`config.mk`:
```
export PLATFORM = sky130hd
export DESIGN_NAME = dedicated_sum_proc
export DESIGN_NICKNAME = d
export VERILOG_FILES = /design/src/rtl/dsp_pkg.sv /design/src/rtl/dsp_regfile.sv /design/src/rtl/dedicated_sum_proc.sv
export SDC_FILE = /design/constraint.sdc
export NUM_CORES = 1
export LEC_CHECK = 0
export ABC_CLOCK_PERIOD_IN_PS = 3710
export BUFFER_PORTS_ARGS = -buffer_cell sky130_fd_sc_hd__buf_2
export CAP_MARGIN = 20
export CORE_MARGIN = 2
export CORE_UTILIZATION = 55
export DETAILED_ROUTE_END_ITERATION = 6
export PLACE_DENSITY = 0.84
export SYNTH_ARGS = -nofsm -noshare
export SYNTH_HDL_FRONTEND = slang
export SYNTH_HIERARCHICAL = 1
export SYNTH_SLANG_ARGS = --single-unit
```
`constraint.sdc`:
```
create_clock -name clk -period 3.71 [get_ports clk]
set_clock_uncertainty 0.2 [all_clocks]
set_input_delay 0.9275 -clock clk [delete_from_list [all_inputs] [get_ports clk]]
set_output_delay 0.9275 -clock clk [all_outputs]
set_load 0.05 [all_outputs]
```
`src/rtl/dsp_pkg.sv`:
```
// Shared definitions for the dedicated sum processor.
//
// Contents:
//   state_e  - control FSM states, S_IDLE .. S_OUT
//   wsel_e   - register-file write-data select (adder sum or constant one)
//   REG_I    - register index holding the loop counter i
//   REG_S    - register index holding the running sum
//   REG_ONE  - register index holding the increment constant 1
//
// Build option: DSP_SATURATE_EN (see dedicated_sum_proc.sv) does not change this package.

package dsp_pkg;

   // Control states, one register-file write at most per state.
   typedef enum logic [2:0] {
      S_IDLE  = 3'd0,
      S_CLR_I = 3'd1,
      S_CLR_S = 3'd2,
      S_SET1  = 3'd3,
      S_CMP   = 3'd4,
      S_INC   = 3'd5,
      S_ACC   = 3'd6,
      S_OUT   = 3'd7
   } state_e;

   // Write-data mux select.
   typedef enum logic {
      WSEL_SUM = 1'b0,
      WSEL_ONE = 1'b1
   } wsel_e;

   // Register map. R0 is the hardwired zero register.
   localparam int REG_I   = 1;
   localparam int REG_S   = 2;
   localparam int REG_ONE = 3;

endpackage

```
`src/rtl/dsp_regfile.sv`:
```
// Register file for the dedicated sum processor.
//
// NUM_REGS x DATA_W storage with two asynchronous read ports and one
// synchronous write port. R0 always reads as zero and writes to it are
// dropped, so R0+R0 can be used to clear any other register. The storage
// is deliberately not reset: the control sequence initialises every
// register it reads before using it.
//
// Ports:
//   clk     in   1       write clock
//   we      in   1       write enable
//   waddr   in   ADDR_W  write address
//   wdata   in   DATA_W  write data
//   raddr1  in   ADDR_W  read port 1 address
//   rdata1  out  DATA_W  read port 1 data (combinational)
//   raddr2  in   ADDR_W  read port 2 address
//   rdata2  out  DATA_W  read port 2 data (combinational)

module dsp_regfile
   import dsp_pkg::*;
#(
   parameter  int DATA_W   = 8,
   parameter  int NUM_REGS = 8,
   localparam int ADDR_W   = $clog2(NUM_REGS)
) (
   input  logic              clk,
   input  logic              we,
   input  logic [ADDR_W-1:0] waddr,
   input  logic [DATA_W-1:0] wdata,
   input  logic [ADDR_W-1:0] raddr1,
   output logic [DATA_W-1:0] rdata1,
   input  logic [ADDR_W-1:0] raddr2,
   output logic [DATA_W-1:0] rdata2
);

   logic [DATA_W-1:0] regs [NUM_REGS];

   // Single write port; the R0 slot is never written so it cannot
   // shadow the hardwired zero.
   always_ff @(posedge clk) begin
      if (we && (waddr != '0)) begin
         regs[waddr] <= wdata;
      end
   end

   // Both read ports return zero for address 0 regardless of storage.
   assign rdata1 = (raddr1 == '0) ? '0 : regs[raddr1];
   assign rdata2 = (raddr2 == '0) ? '0 : regs[raddr2];

endmodule

```
`src/rtl/dedicated_sum_proc.sv`:
```
// Dedicated processor computing result = 1 + 2 + ... + limit.
//
// A start pulse in idle captures limit; the FSM then clears i and sum,
// loads the constant one, and loops compare / increment / accumulate
// through the register file until i reaches the captured limit. The sum
// is then copied to the registered result port together with a one-cycle
// done pulse. ovf reports that the sum carried out of DATA_W bits at some
// point during that run.
//
// Build option:
//   DSP_SATURATE_EN  defined: an accumulate that carries out writes all
//                    ones, so the sum sticks at the maximum value.
//                    undefined: the sum wraps modulo 2**DATA_W.
//                    ovf is set on any carry-out in both builds.
//
// Ports:
//   clk     in   1       clock, all state on the rising edge
//   rst     in   1       synchronous active-low reset
//   start   in   1       run request, accepted only while idle
//   limit   in   DATA_W  N, captured on the accepting edge
//   busy    out  1       high whenever the FSM is not idle
//   done    out  1       one-cycle pulse when result/ovf are updated
//   result  out  DATA_W  last computed sum, held until the next done
//   ovf     out  1       sum exceeded 2**DATA_W-1 during the last run

module dedicated_sum_proc
   import dsp_pkg::*;
#(
   parameter int DATA_W   = 8,
   parameter int NUM_REGS = 8
) (
   input  logic              clk,
   input  logic              rst,
   input  logic              start,
   input  logic [DATA_W-1:0] limit,
   output logic              busy,
   output logic              done,
   output logic [DATA_W-1:0] result,
   output logic              ovf
);

   localparam int ADDR_W = $clog2(NUM_REGS);

   localparam logic [ADDR_W-1:0] A_ZERO = '0;
   localparam logic [ADDR_W-1:0] A_I    = ADDR_W'(REG_I);
   localparam logic [ADDR_W-1:0] A_S    = ADDR_W'(REG_S);
   localparam logic [ADDR_W-1:0] A_ONE  = ADDR_W'(REG_ONE);

   state_e state_q, state_d;

   logic [DATA_W-1:0] lim_q;
   logic              ovf_q;

   logic              rf_we;
   logic [ADDR_W-1:0] rf_waddr;
   logic [ADDR_W-1:0] rf_raddr1;
   logic [ADDR_W-1:0] rf_raddr2;
   logic [DATA_W-1:0] rf_wdata;
   logic [DATA_W-1:0] rdata1;
   logic [DATA_W-1:0] rdata2;
   wsel_e             wsel;

   logic              accept;
   logic              acc_chk;
   logic              out_load;

   logic [DATA_W-1:0] add_sum;
   logic              add_carry;
   logic [DATA_W-1:0] sum_wdata;
   logic              lt;

   dsp_regfile #(
      .DATA_W   (DATA_W),
      .NUM_REGS (NUM_REGS)
   ) u_regfile (
      .clk    (clk),
      .we     (rf_we),
      .waddr  (rf_waddr),
      .wdata  (rf_wdata),
      .raddr1 (rf_raddr1),
      .rdata1 (rdata1),
      .raddr2 (rf_raddr2),
      .rdata2 (rdata2)
   );

   // Shared adder; the extra top bit is the carry-out used for overflow.
   assign {add_carry, add_sum} = {1'b0, rdata1} + {1'b0, rdata2};

   // Once the sum has saturated, adding i>0 always carries again,
   // so the all-ones value sticks for the rest of the run.
`ifdef DSP_SATURATE_EN
   assign sum_wdata = add_carry ? '1 : add_sum;
`else
   assign sum_wdata = add_sum;
`endif

   assign rf_wdata = (wsel == WSEL_ONE) ? DATA_W'(1) : sum_wdata;

   // Unsigned loop test; i never wraps because it stays below lim_q.
   assign lt = (rdata1 < lim_q);

   assign busy = (state_q != S_IDLE);

   // State register; reset aborts any run immediately.
   always_ff @(posedge clk) begin
      if (!rst) begin
         state_q <= S_IDLE;
      end else begin
         state_q <= state_d;
      end
   end

   // Next-state logic: fixed setup sequence, then a three-state loop.
   always_comb begin
      state_d = state_q;
      unique case (state_q)
         S_IDLE:  if (start) state_d = S_CLR_I;
         S_CLR_I: state_d = S_CLR_S;
         S_CLR_S: state_d = S_SET1;
         S_SET1:  state_d = S_CMP;
         S_CMP:   state_d = lt ? S_INC : S_OUT;
         S_INC:   state_d = S_ACC;
         S_ACC:   state_d = S_CMP;
         S_OUT:   state_d = S_IDLE;
         default: state_d = S_IDLE;
      endcase
   end

   // Output decode: register-file addressing, write control and the
   // strobes that drive the result/overflow registers below.
   always_comb begin
      rf_we     = 1'b0;
      rf_waddr  = A_ZERO;
      rf_raddr1 = A_ZERO;
      rf_raddr2 = A_ZERO;
      wsel      = WSEL_SUM;
      accept    = 1'b0;
      acc_chk   = 1'b0;
      out_load  = 1'b0;
      unique case (state_q)
         S_IDLE: begin
            accept = start;
         end
         S_CLR_I: begin
            rf_we    = 1'b1;
            rf_waddr = A_I;
         end
         S_CLR_S: begin
            rf_we    = 1'b1;
            rf_waddr = A_S;
         end
         S_SET1: begin
            rf_we    = 1'b1;
            rf_waddr = A_ONE;
            wsel     = WSEL_ONE;
         end
         S_CMP: begin
            rf_raddr1 = A_I;
         end
         S_INC: begin
            rf_we     = 1'b1;
            rf_waddr  = A_I;
            rf_raddr1 = A_I;
            rf_raddr2 = A_ONE;
         end
         S_ACC: begin
            rf_we     = 1'b1;
            rf_waddr  = A_S;
            rf_raddr1 = A_S;
            rf_raddr2 = A_I;
            acc_chk   = 1'b1;
         end
         S_OUT: begin
            rf_raddr1 = A_S;
            out_load  = 1'b1;
         end
         default: begin
            rf_we = 1'b0;
         end
      endcase
   end

   // Limit capture, sticky overflow tracking and the registered outputs.
   // done defaults low so it can only ever be a single-cycle pulse.
   always_ff @(posedge clk) begin
      if (!rst) begin
         lim_q  <= '0;
         ovf_q  <= 1'b0;
         result <= '0;
         ovf    <= 1'b0;
         done   <= 1'b0;
      end else begin
         done <= 1'b0;
         if (accept) begin
            lim_q <= limit;
            ovf_q <= 1'b0;
         end
         if (acc_chk && add_carry) begin
            ovf_q <= 1'b1;
         end
         if (out_load) begin
            result <= rdata1;
            ovf    <= ovf_q;
            done   <= 1'b1;
         end
      end
   end

endmodule

```
==> impl_metrics.py, run 1 <==
metrics = {
    "status": {
        "status": "finished, final reports clean",
    },
    "logic_synthesis": {
        "synth_xor_xnor_area_share_pct": 0.635,
        "synth.cell_area_sq_um": 4140,
        "avgSynthCellArea_sq_um": 12.0,
        "yosysWarnings": 6,
        "synth_compound_area_share_pct": 16.3,
        "synth_ff_type": "edfxtp_1",
        "synth_top_family_by_area": "compound AO/OA/AOI/OAI gates",
        "synthArstFlopShare_pct": 0,
        "synth_adder_area_share_pct": 5.02,
        "seq_area_frac_synth_pct": 51.3,
        "synthTopCellsByArea": "edfxtp_1, dfxtp_1, mux2i_1, ha_1, a221oi_1",
        "synthCells": 344,
        "yosys-top-cells-count": "edfxtp_1, mux2i_1, dfxtp_1, nand2_1, nor2_1",
        "synth-edff-count": 56,
        "synth.most_common_cell": "edfxtp_1",
        "yosysUniqueCellTypes": 50,
        "synthMuxAreaShare_pct": 10.9,
        "synth_top_cell_by_area": "edfxtp_1",
        "synthSimpleGateAreaFrac_pct": 11.0,
        "synth_seq_cells": 78,
        "synth_top_cell_area_share_pct": 40.6,
    },
    "timing": {
        "drv_slew": 0,
        "fmax_mhz": 276,
        "worst_pin_slew_ps": 1150,
        "setup_viol": 0,
        "setup_slack_ps": 89.3,
        "relSlewSlack_pct": 23.0,
        "setup_tns_ps": 0,
        "fin_crit_ps": 3620,
        "post-route-period-util_pct": 97.6,
        "hold_ws_ps": 262,
        "hold_viol_final": 0,
    },
    "run": {
        "maxCapViolCount": 0,
    },
    "grt": {
        "grt_util_all_layers_pct": 23.9,
        "antenna_found_initial": 0,
        "grt_pass1_vias": 2925,
        "grt_max_degree": 18,
        "grt_pass1_wl_microns": 14900,
        "grt_overflow_total": 0,
    },
    "cts": {
        "h-tree-depth": 3,
        "clock-root-buffer": "clkbuf_8",
        "cts_sinks": 78,
        "ctsLongestPathBuffers": 2,
        "cts.reportedPaths.clkPinSlew_ps": 80,
        "tritoncts": "built",
        "clk_latency_ps": 360,
        "numCtsBuffers": 9,
    },
    "worst_setup_path": {
        "endpoint": "u_regfile/regs[6][6]",
        "critPathKind": "reg -> reg",
        "crit_path_end_kind": "register",
        "cp_cell_sequence": "nor2b_2 -> buf_4 -> buf_4 -> nor2b_2 -> a221oi_1 -> a221oi_1 -> buf_4 -> fa_1 -> a211oi_1 -> o21bai_1 -> and3_1 -> nor3b_2 -> buf_4",
        "rr_worst_depth": 13,
        "cpMostUsedCell": "buf_4",
        "timing.rr.start": "state_q[2]",
        "r2r_setup_slack_ps": 90,
        "rr_endpoint": "u_regfile/regs[6][6]",
        "crit_path_start_kind": "register",
        "max_stage_delay_ps": 470,
        "startpoint": "state_q[2]",
        "cp_max_fo": 10,
        "arrival_ps": 3640,
        "required_ps": 3730,
        "worst_path_max_delay_cell": "fa_1",
    },
    "place": {
        "gp_congestion": 0.896,
        "place_area_sq_um": 4470,
        "pre_cts_slack_ps": 52.8,
        "dp_cells": 478,
        "io_buffer_count": 21,
        "place_hpwl_microns": 6920,
    },
    "route": {
        "vias_per_cell": 6.13,
        "drtIter0Drc": 256,
        "drc": 0,
        "first_pass_iters": 5,
        "ant_nets": 0,
        "wl_microns": 9780,
        "routedWlPerCell_microns": 19.8,
        "num_vias": 3026,
    },
    "power_and_ir_drop": {
        "p_leak_nw": 1.76,
        "ir_drop_v": 0.000240,
        "power.total_mw": 2.21,
        "p_comb_share_pct": 20.2,
        "pwr-share-clk_pct": 32.6,
        "power_density_nw_per_um2": 468,
        "cell_internal_pwr_mw": 1.60,
        "p_switching_mw": 0.608,
        "p_sw_share_pct": 27.5,
        "seq_power_share_pct": 47.2,
    },
    "layout": {
        "area_growth_syn_to_layout_pct": 14.1,
        "drive_gt1_share_pct": 25.1,
        "multi_input_area_sq_um": 1870,
        "num_antenna_cells": 0,
        "layout.area.seq_sq_um": 2120,
        "fin_nets": 417,
        "num-fill-cells": 545,
        "instances_no_fill": 494,
        "design_area_sq_um": 4730,
        "final_core_util_pct": 65.2,
    },
    "floorplanning": {
        "die_x_microns": 90.8,
        "initial_utilization_pct": 57.1,
        "die_y_microns": 90.8,
        "die_area_sq_um": 8240,
        "placementRows": 31,
        "fp.coreArea_sq_um": 7250,
        "pin_count": 22,
    },
    "min_path": {
        "worstHoldPathType": "reg -> reg",
        "holdPathStages": 2,
    },
}
worst min path at each step:
stage                      endpoint  startpoint
after global placement     lim_q[3]    lim_q[3]
after detailed placement   lim_q[3]    lim_q[3]
after global routing      result[7]   result[7]
final                      lim_q[3]    lim_q[3]
after floorplan            lim_q[0]    lim_q[0]
after CTS                  lim_q[3]    lim_q[3]
layout make-up:
| class | instances | area share [%] |
|---|---|---|
| Clock buffer | 10 | 2.91 |
| Sequential cell | 78 | 44.9 |
| Tap cell | 99 | 2.62 |
| Timing Repair Buffer | 53 | 7.31 |
| Inverter | 9 | 0.715 |
| Multi-Input combinational cell | 239 | 39.6 |
| Clock inverter | 6 | 1.96 |
flip-flops by register name (all words and copies together) (netlist names):
register and count:
state_q 3, result 8, ovf 1, ovf_q 1, done 1, u_regfile/regs 56
lim_q 8
cell usage in the layout (no fill, tap or decap), types with 4 or more instances in the layout:
cell type and instances:
a211oi_1 15, a21oi_1 8, a221oi_1 16, a221oi_2 7, a22o_1 9, a311oi_1 7, buf_2 21, buf_4 32
clkbuf_8 10, conb_1 6, dfxtp_1 22, edfxtp_1 56, ha_1 15, inv_1 9, mux2_2 11, mux2_4 5
mux2i_1 24, nand2_1 22, nand2b_1 4, nor2_1 21, nor2b_1 14, nor3_1 8, o21ai_0 6
power groups by stage:
stage,sequential (mW),combinational (mW),clock [mW]
4_1_cts,1.04,0.426,0.730
5_1_grt,1.05,0.489,0.764
3_5_place_dp,1.06,0.423,0
2_1_floorplan,1.06,0.298,0
3_3_place_gp,1.06,0.407,0
6_report,1.04,0.446,0.720
critical path, delay by kind of cell (launching register included):
kind | cells | cell delay [ps]
flops | 1 | 340
compound gates | 4 | 950
fa+ha+maj | 1 | 470
buf+inv | 4 | 720
simple gates | 4 | 790
timing repair:
action | in CTS | in global routing
setup endpoints to repair | 7 | 21
gates cloned | 0 | 0
resized for setup | 1 | 5
buffers inserted | 0 | 0
hold buffers | 0 | 0
metal layers:
| layer | global-route usage (%) | vias up | wire (microns) |
|---|---|---|---|
| li1 | - | 1423 | - |
| met4 | 14.7 | 0 | 424 |
| met2 | 38.4 | 125 | 4540 |
| met5 | 0 | - | 0 |
| met1 | 29.6 | 1454 | 4220 |
| met3 | 5.01 | 24 | 596 |
kinds of logic after synthesis:
kind of cell	count (synthesis)
mux	41
buf+inv	32
simple gates	90
other cells	1
flops	78
xor+xnor	3
compound gates	83
fa+ha+maj	16
No activity file was read; power rests on OpenSTA's default activity.
==> run 2, diff against run 1 <==
--- a/config.mk
+++ b/config.mk
@@ -5,13 +5,14 @@
 export SDC_FILE = /design/constraint.sdc
 export NUM_CORES = 1
 export LEC_CHECK = 0
+export ABC_AREA = 1
 export ABC_CLOCK_PERIOD_IN_PS = 3710
 export BUFFER_PORTS_ARGS = -buffer_cell sky130_fd_sc_hd__buf_2
 export CAP_MARGIN = 20
 export CORE_MARGIN = 2
 export CORE_UTILIZATION = 55
 export DETAILED_ROUTE_END_ITERATION = 6
-export PLACE_DENSITY = 0.84
+export PLACE_DENSITY = 0.83
 export SYNTH_ARGS = -nofsm -noshare
 export SYNTH_HDL_FRONTEND = slang
 export SYNTH_HIERARCHICAL = 1
==> impl_metrics.py, run 2 <==
metrics = {
    "status": {
        "status": "finished, final reports clean",
    },
    "logic_synthesis": {
        "yosys-top-cells-count": "nand2_1, inv_1, nand3_1",
        "synth.cell_area_sq_um": 4900,
        "synth_adder_area_share_pct": 4.24,
        "synth_compound_area_share_pct": 8.20,
        "synth_top_cell_area_share_pct": 39.2,
        "synth_top_cell_by_area": "edfxtp_1",
        "seq_area_frac_synth_pct": 48.2,
        "synthTopCellsByArea": "edfxtp_1, nand2_1, dfxtp_1, inv_1, nand3_1",
        "avgSynthCellArea_sq_um": 7.93,
        "synth_top_family_by_area": "simple AND/OR/NAND/NOR gates",
        "yosysUniqueCellTypes": 33,
        "yosysWarnings": 6,
        "synthMuxAreaShare_pct": 0,
        "synth.most_common_cell": "nand2_1",
        "synth_seq_cells": 86,
        "synthArstFlopShare_pct": 0,
        "synth-edff-count": 64,
        "synth_ff_type": "edfxtp_1",
        "synthCells": 618,
        "synthSimpleGateAreaFrac_pct": 27.6,
        "synth_xor_xnor_area_share_pct": 0.179,
    },
    "grt": {
        "grt_pass1_vias": 4023,
        "grt_pass1_wl_microns": 19500,
        "grt_util_all_layers_pct": 25.9,
        "antenna_found_initial": 0,
        "grt_max_degree": 33,
        "grt_overflow_total": 0,
    },
    "route": {
        "first_pass_iters": 6,
        "wl_microns": 12200,
        "drtIter0Drc": 431,
        "ant_nets": 0,
        "vias_per_cell": 5.58,
        "num_vias": 4287,
        "routedWlPerCell_microns": 15.8,
        "drc": 0,
    },
    "min_path": {
        "min_to": "ovf",
        "worstHoldPathType": "reg -> reg",
        "holdPathStages": 2,
        "min-delay-start": "ovf_q",
    },
    "cts": {
        "ctsLongestPathBuffers": 2,
        "numCtsBuffers": 9,
        "h-tree-depth": 3,
        "clk_latency_ps": 370,
        "clock-root-buffer": "clkbuf_8",
        "hold_buffers": 0,
        "cts_sinks": 86,
        "post_cts_buffers": 0,
        "tritoncts": "built",
        "cts.reportedPaths.clkPinSlew_ps": 80,
    },
    "floorplanning": {
        "placementRows": 34,
        "die_y_microns": 98.4,
        "initial_utilization_pct": 56.5,
        "die_area_sq_um": 9680,
        "pin_count": 22,
        "die_x_microns": 98.4,
        "fp.coreArea_sq_um": 8680,
    },
    "timing": {
        "fmax_mhz": 288,
        "drv_slew": 0,
        "post-route-period-util_pct": 93.7,
        "hold_viol_final": 0,
        "setup_tns_ps": 0,
        "relSlewSlack_pct": 21.0,
        "setup_viol": 0,
        "fin_crit_ps": 3480,
        "worst_pin_slew_ps": 1180,
        "rsz0062_at_grt": "no",
    },
    "worst_setup_path": {
        "rr_endpoint": "u_regfile/regs[4][6]",
        "critPathKind": "reg -> reg",
        "crit_path_start_kind": "register",
        "r2r_setup_slack_ps": 230,
        "rr_worst_depth": 17,
        "cp_max_fo": 21,
        "crit_path_end_kind": "register",
        "required_ps": 3610,
        "timing.rr.start": "state_q[2]",
        "arrival_ps": 3370,
    },
    "layout": {
        "num-fill-cells": 762,
        "drive_gt1_share_pct": 11.4,
        "final_common_cell": "nand2_1",
        "top_register": "u_regfile/regs",
        "area_growth_syn_to_layout_pct": 8.94,
        "largest_reg_flops": 64,
        "instances_no_fill": 768,
        "largest_registers": "u_regfile/regs (64), lim_q (8), result (8)",
        "final_core_util_pct": 61.5,
        "design_area_sq_um": 5340,
        "num_antenna_cells": 0,
        "layout_common_cells": "nand2_1, inv_1, nand3_1, edfxtp_1, nor2_1",
        "fin_nets": 682,
    },
    "place": {
        "io_buffer_count": 21,
        "place_area_sq_um": 5150,
        "gp_congestion": 0.952,
        "dp_cells": 752,
        "place_hpwl_microns": 8270,
    },
    "power_and_ir_drop": {
        "p_leak_nw": 2.52,
        "power_density_nw_per_um2": 451,
        "ir_drop_v": 0.000240,
        "power.total_mw": 2.41,
    },
    "run": {
        "maxCapViolCount": 0,
    },
}
[run 2: cell type report]
| cell class | instances | area (sq um) | area share [%] |
|---|---|---|---|
| clock buffer | 10 | 128 | 2.39 |
| clock inverter | 6 | 38.8 | 0.727 |
| inverter | 97 | 369 | 6.92 |
| multi-input combinational | 422 | 2060 | 38.6 |
| sequential | 86 | 2360 | 44.3 |
| tap | 108 | 135 | 2.53 |
| timing repair buffer | 39 | 244 | 4.57 |
[run 2: how the worst max path moves through the flow]
stage	start	to	slack (ps)	depth (start not counted)
after floorplan	state_q[2]	u_regfile/regs[0][6]	610	18
after global placement	state_q[2]	u_regfile/regs[6][6]	350	17
after detailed placement	state_q[2]	u_regfile/regs[4][6]	170	17
after CTS	state_q[2]	u_regfile/regs[6][6]	140	17
after global routing	state_q[2]	u_regfile/regs[1][6]	30	17
final	state_q[2]	u_regfile/regs[4][6]	230	17
[run 2: metal layers]
layer	vias to the layer above	GRT usage (%)	wire length (microns)
met5	-	0	0
met2	253	42.8	5780
met4	0	9.59	286
met3	32	4.65	1130
li1	2046	-	-
met1	1956	34.2	4960
[run 2: where the power goes]
| part | internal [mW] | switching, mW |
|---|---|---|
| clock network | 0.240 | 0.334 |
| registers | 1.18 | 0.0298 |
| logic | 0.199 | 0.427 |
| total | 1.62 | 0.791 |
[run 2: cell families (layout without fill, tap and decap cells)]
family / Yosys count / after routing
AO/OA/AOI/OAI: 65 / 65
buffers and inverters: 123 / 152
flip-flops: 86 / 86
XOR/XNOR: 1 / 1
other: 2 / 15
adder cells (fa/ha/maj): 16 / 16
AND/OR/NAND/NOR: 325 / 325
[run 2: per-stage QoR]
| step | hold slack [ps] | setup slack (ps) |
|---|---|---|
| global route | 282 | 27.5 |
| floorplan | 219 | 613 |
| detailed placement | 233 | 173 |
| global placement | 230 | 346 |
| finish | 250 | 232 |
| CTS | 258 | 139 |
[run 2: critical path: stages (launching register included)]
cell and delay (ps):
dfxtp_2 360, inv_2 140, nor3_2 70, inv_1 130, o21ai_2 100, inv_2 350
nand2_1 100, nand3_1 90, nand2_1 60, nor2_1 110, nor2_1 100, ha_1 240
fa_1 410, nand3_1 90, nand2_1 110, a21oi_1 190, xor2_1 260, nor2_4 90
[run 2: timing repair]
action / CTS / global route
gates resized for setup: 0 / 6
endpoints found under the hold margin: 0 / 0
setup endpoints to repair: 0 / 32
==> run 3, diff against run 2 <==
--- a/config.mk
+++ b/config.mk
@@ -6,13 +6,13 @@
 export NUM_CORES = 1
 export LEC_CHECK = 0
 export ABC_AREA = 1
-export ABC_CLOCK_PERIOD_IN_PS = 3710
+export ABC_CLOCK_PERIOD_IN_PS = 3800
 export BUFFER_PORTS_ARGS = -buffer_cell sky130_fd_sc_hd__buf_2
 export CAP_MARGIN = 20
 export CORE_MARGIN = 2
 export CORE_UTILIZATION = 55
 export DETAILED_ROUTE_END_ITERATION = 6
-export PLACE_DENSITY = 0.83
+export PLACE_DENSITY = 0.8
 export SYNTH_ARGS = -nofsm -noshare
 export SYNTH_HDL_FRONTEND = slang
 export SYNTH_HIERARCHICAL = 1
==> constraint.sdc (replaced) <==
create_clock -name clk -period 3.8 [get_ports clk]
set_clock_uncertainty 0.2 [all_clocks]
set_input_delay 0.95 -clock clk [delete_from_list [all_inputs] [get_ports clk]]
set_output_delay 0.95 -clock clk [all_outputs]
set_load 0.05 [all_outputs]
==> impl_metrics.py, run 3 (synthesis results as in run 2) <==
metrics = {
    "route": {
        "ant_nets": 0,
        "vias_per_cell": 5.50,
        "num_vias": 4226,
        "wl_microns": 11800,
        "drtIter0Drc": 440,
        "first_pass_iters": 6,
        "routedWlPerCell_microns": 15.4,
        "drc": 0,
    },
    "worst_setup_path": {
        "worst_path_max_delay_cell": "dfxtp_1",
        "cp_max_fo": 22,
        "critPathKind": "reg -> reg",
        "timing.rr.start": "state_q[2]",
        "cp.buffers_inverters": 3,
        "cpMostUsedCell": "nand2_1",
        "endpoint": "u_regfile/regs[7][6]",
        "path_depth": 17,
        "critPathTopFamily": "simple AND/OR/NAND/NOR gates",
        "max_stage_delay_ps": 450,
        "arrival_ps": 3350,
        "crit_path_end_kind": "register",
        "rr_worst_depth": 17,
        "required_ps": 3690,
        "r2r_setup_slack_ps": 350,
        "rr_endpoint": "u_regfile/regs[7][6]",
        "startpoint": "state_q[2]",
        "crit_path_start_kind": "register",
        "cp_cell_sequence": "inv_2 -> nor3_2 -> inv_1 -> o21ai_2 -> buf_4 -> nand2_1 -> nand3_1 -> nand2_1 -> nor2_1 -> nor2_1 -> ha_1 -> fa_1 -> nand3_1 -> nand2_1 -> a21oi_1 -> xor2_1 -> nor2_2",
    },
    "cts": {
        "post_cts_buffers": 0,
        "ctsLongestPathBuffers": 2,
        "clock-root-buffer": "clkbuf_8",
        "cts_sinks": 86,
        "cts_repair_resize_count": 0,
        "h-tree-depth": 3,
        "clk_latency_ps": 360,
        "cts.reportedPaths.clkPinSlew_ps": 90,
        "hold_buffers": 0,
        "tritoncts": "built",
        "numCtsBuffers": 9,
    },
    "timing": {
        "fmax_mhz": 289,
        "setup_viol": 0,
        "rsz0062_at_grt": "no",
        "post-route-period-util_pct": 90.9,
        "worst_pin_slew_ps": 962,
        "drv_slew": 0,
        "setup_slack_ps": 346,
        "setup_tns_ps": 0,
        "fin_crit_ps": 3450,
        "relSlewSlack_pct": 35.7,
        "hold_viol_final": 0,
    },
    "power_and_ir_drop": {
        "p_sw_share_pct": 31.8,
        "cell_internal_pwr_mw": 1.68,
        "p_leak_nw": 2.54,
        "seq_power_share_pct": 48.0,
        "ir_drop_v": 0.000227,
        "p_switching_mw": 0.783,
        "pwr-share-clk_pct": 27.0,
        "power.total_mw": 2.46,
        "power_density_nw_per_um2": 458,
        "p_comb_share_pct": 25.0,
    },
    "layout": {
        "layout_common_cells": "nand2_1, inv_1, nand3_1, edfxtp_1, nor2_1",
        "top_register": "u_regfile/regs",
        "drive_gt1_share_pct": 11.3,
        "area_growth_syn_to_layout_pct": 9.63,
        "largest_reg_flops": 64,
        "num_antenna_cells": 0,
        "largest_registers": "u_regfile/regs (64), lim_q (8), result (8)",
        "fin_nets": 683,
        "final_common_cell": "nand2_1",
    },
    "floorplanning": {
        "die_y_microns": 98.4,
        "pin_count": 22,
        "fp.coreArea_sq_um": 8680,
        "die_area_sq_um": 9680,
        "initial_utilization_pct": 56.5,
        "placementRows": 34,
        "die_x_microns": 98.4,
    },
    "grt": {
        "grt_max_degree": 29,
        "gr-usage-met3_pct": 5.37,
        "antenna_found_initial": 0,
        "grt_pass1_vias": 4053,
        "use_met2_pct": 40.5,
        "grt_overflow_total": 0,
        "grt-busiest-layer": "met2",
        "grt_pass1_wl_microns": 19200,
        "use_met1_pct": 32.2,
        "grt_util_all_layers_pct": 25.4,
    },
    "status": {
        "status": "finished, final reports clean",
    },
    "run": {
        "maxCapViolCount": 0,
    },
    "place": {
        "place_hpwl_microns": 8320,
        "gp_congestion": 0.929,
        "io_buffer_count": 21,
        "pre_cts_slack_ps": 327,
    },
    "min_path": {
        "worstHoldPathType": "reg -> reg",
    },
}
run 3: cell types whose count changed in the layout (fill, tap and decap cells not counted), sizes merged:
cell and change:
buf +1, clkinvlp -1, clkinv -2, bufinv +1, inv +2
run 3: layer usage:
layer	routed length (microns)	share of wire, %
met4	558	4.7
met3	1100	9.3
met2	5360	45
met1	4800	41
met5	0	0
run 3: through the flow:
stage | hold slack, ps | instances | cell area, sq um | util (%)
after floorplan | 219 | 631 | 4950 | -
after global placement | 231 | 753 | 5160 | 59.5
after detailed placement | 239 | 753 | 5160 | 59.5
after CTS | 257 | 769 | 5370 | 61.8
after global routing | 287 | 769 | 5370 | 61.9
final | 255 | 769 | 5370 | 61.9
run 3: layout make-up:
cell class	instances	area (sq um)
Timing Repair Buffer	40	248
Clock buffer	10	138
Clock inverter	6	68.8
Multi-Input combinational cell	422	2050
Sequential cell	86	2360
Fill cell	750	3310
Tap cell	108	135
Inverter	97	369
run 3: worst min path at each step:
stage | start | to | slack, ps | cells after the start
global route | result[6] | result[6] | 290 | 2
CTS | ovf_q | ovf | 260 | 2
finish | ovf_q | ovf | 260 | 2
detailed placement | ovf_q | ovf | 240 | 2
global placement | ovf_q | ovf | 230 | 2
floorplan | ovf_q | ovf | 220 | 2
run 3: power groups by stage:
stage | clock (mW) | combinational [mW] | sequential (mW)
after floorplan | 0 | 0.427 | 1.19
after detailed placement | 0 | 0.586 | 1.20
after global routing | 0.721 | 0.691 | 1.19
after global placement | 0 | 0.558 | 1.20
after CTS | 0.676 | 0.591 | 1.18
final | 0.666 | 0.615 | 1.18
run 3: worst reg2reg max path, cell delays in order, from the launching register on:
cell	delay [ps]
dfxtp_1	450
inv_2	120
nor3_2	210
inv_1	120
o21ai_2	110
buf_4	300
nand2_1	90
nand3_1	80
nand2_1	60
nor2_1	80
nor2_1	80
ha_1	230
fa_1	400
nand3_1	90
nand2_1	110
a21oi_1	170
xor2_1	190
nor2_2	100
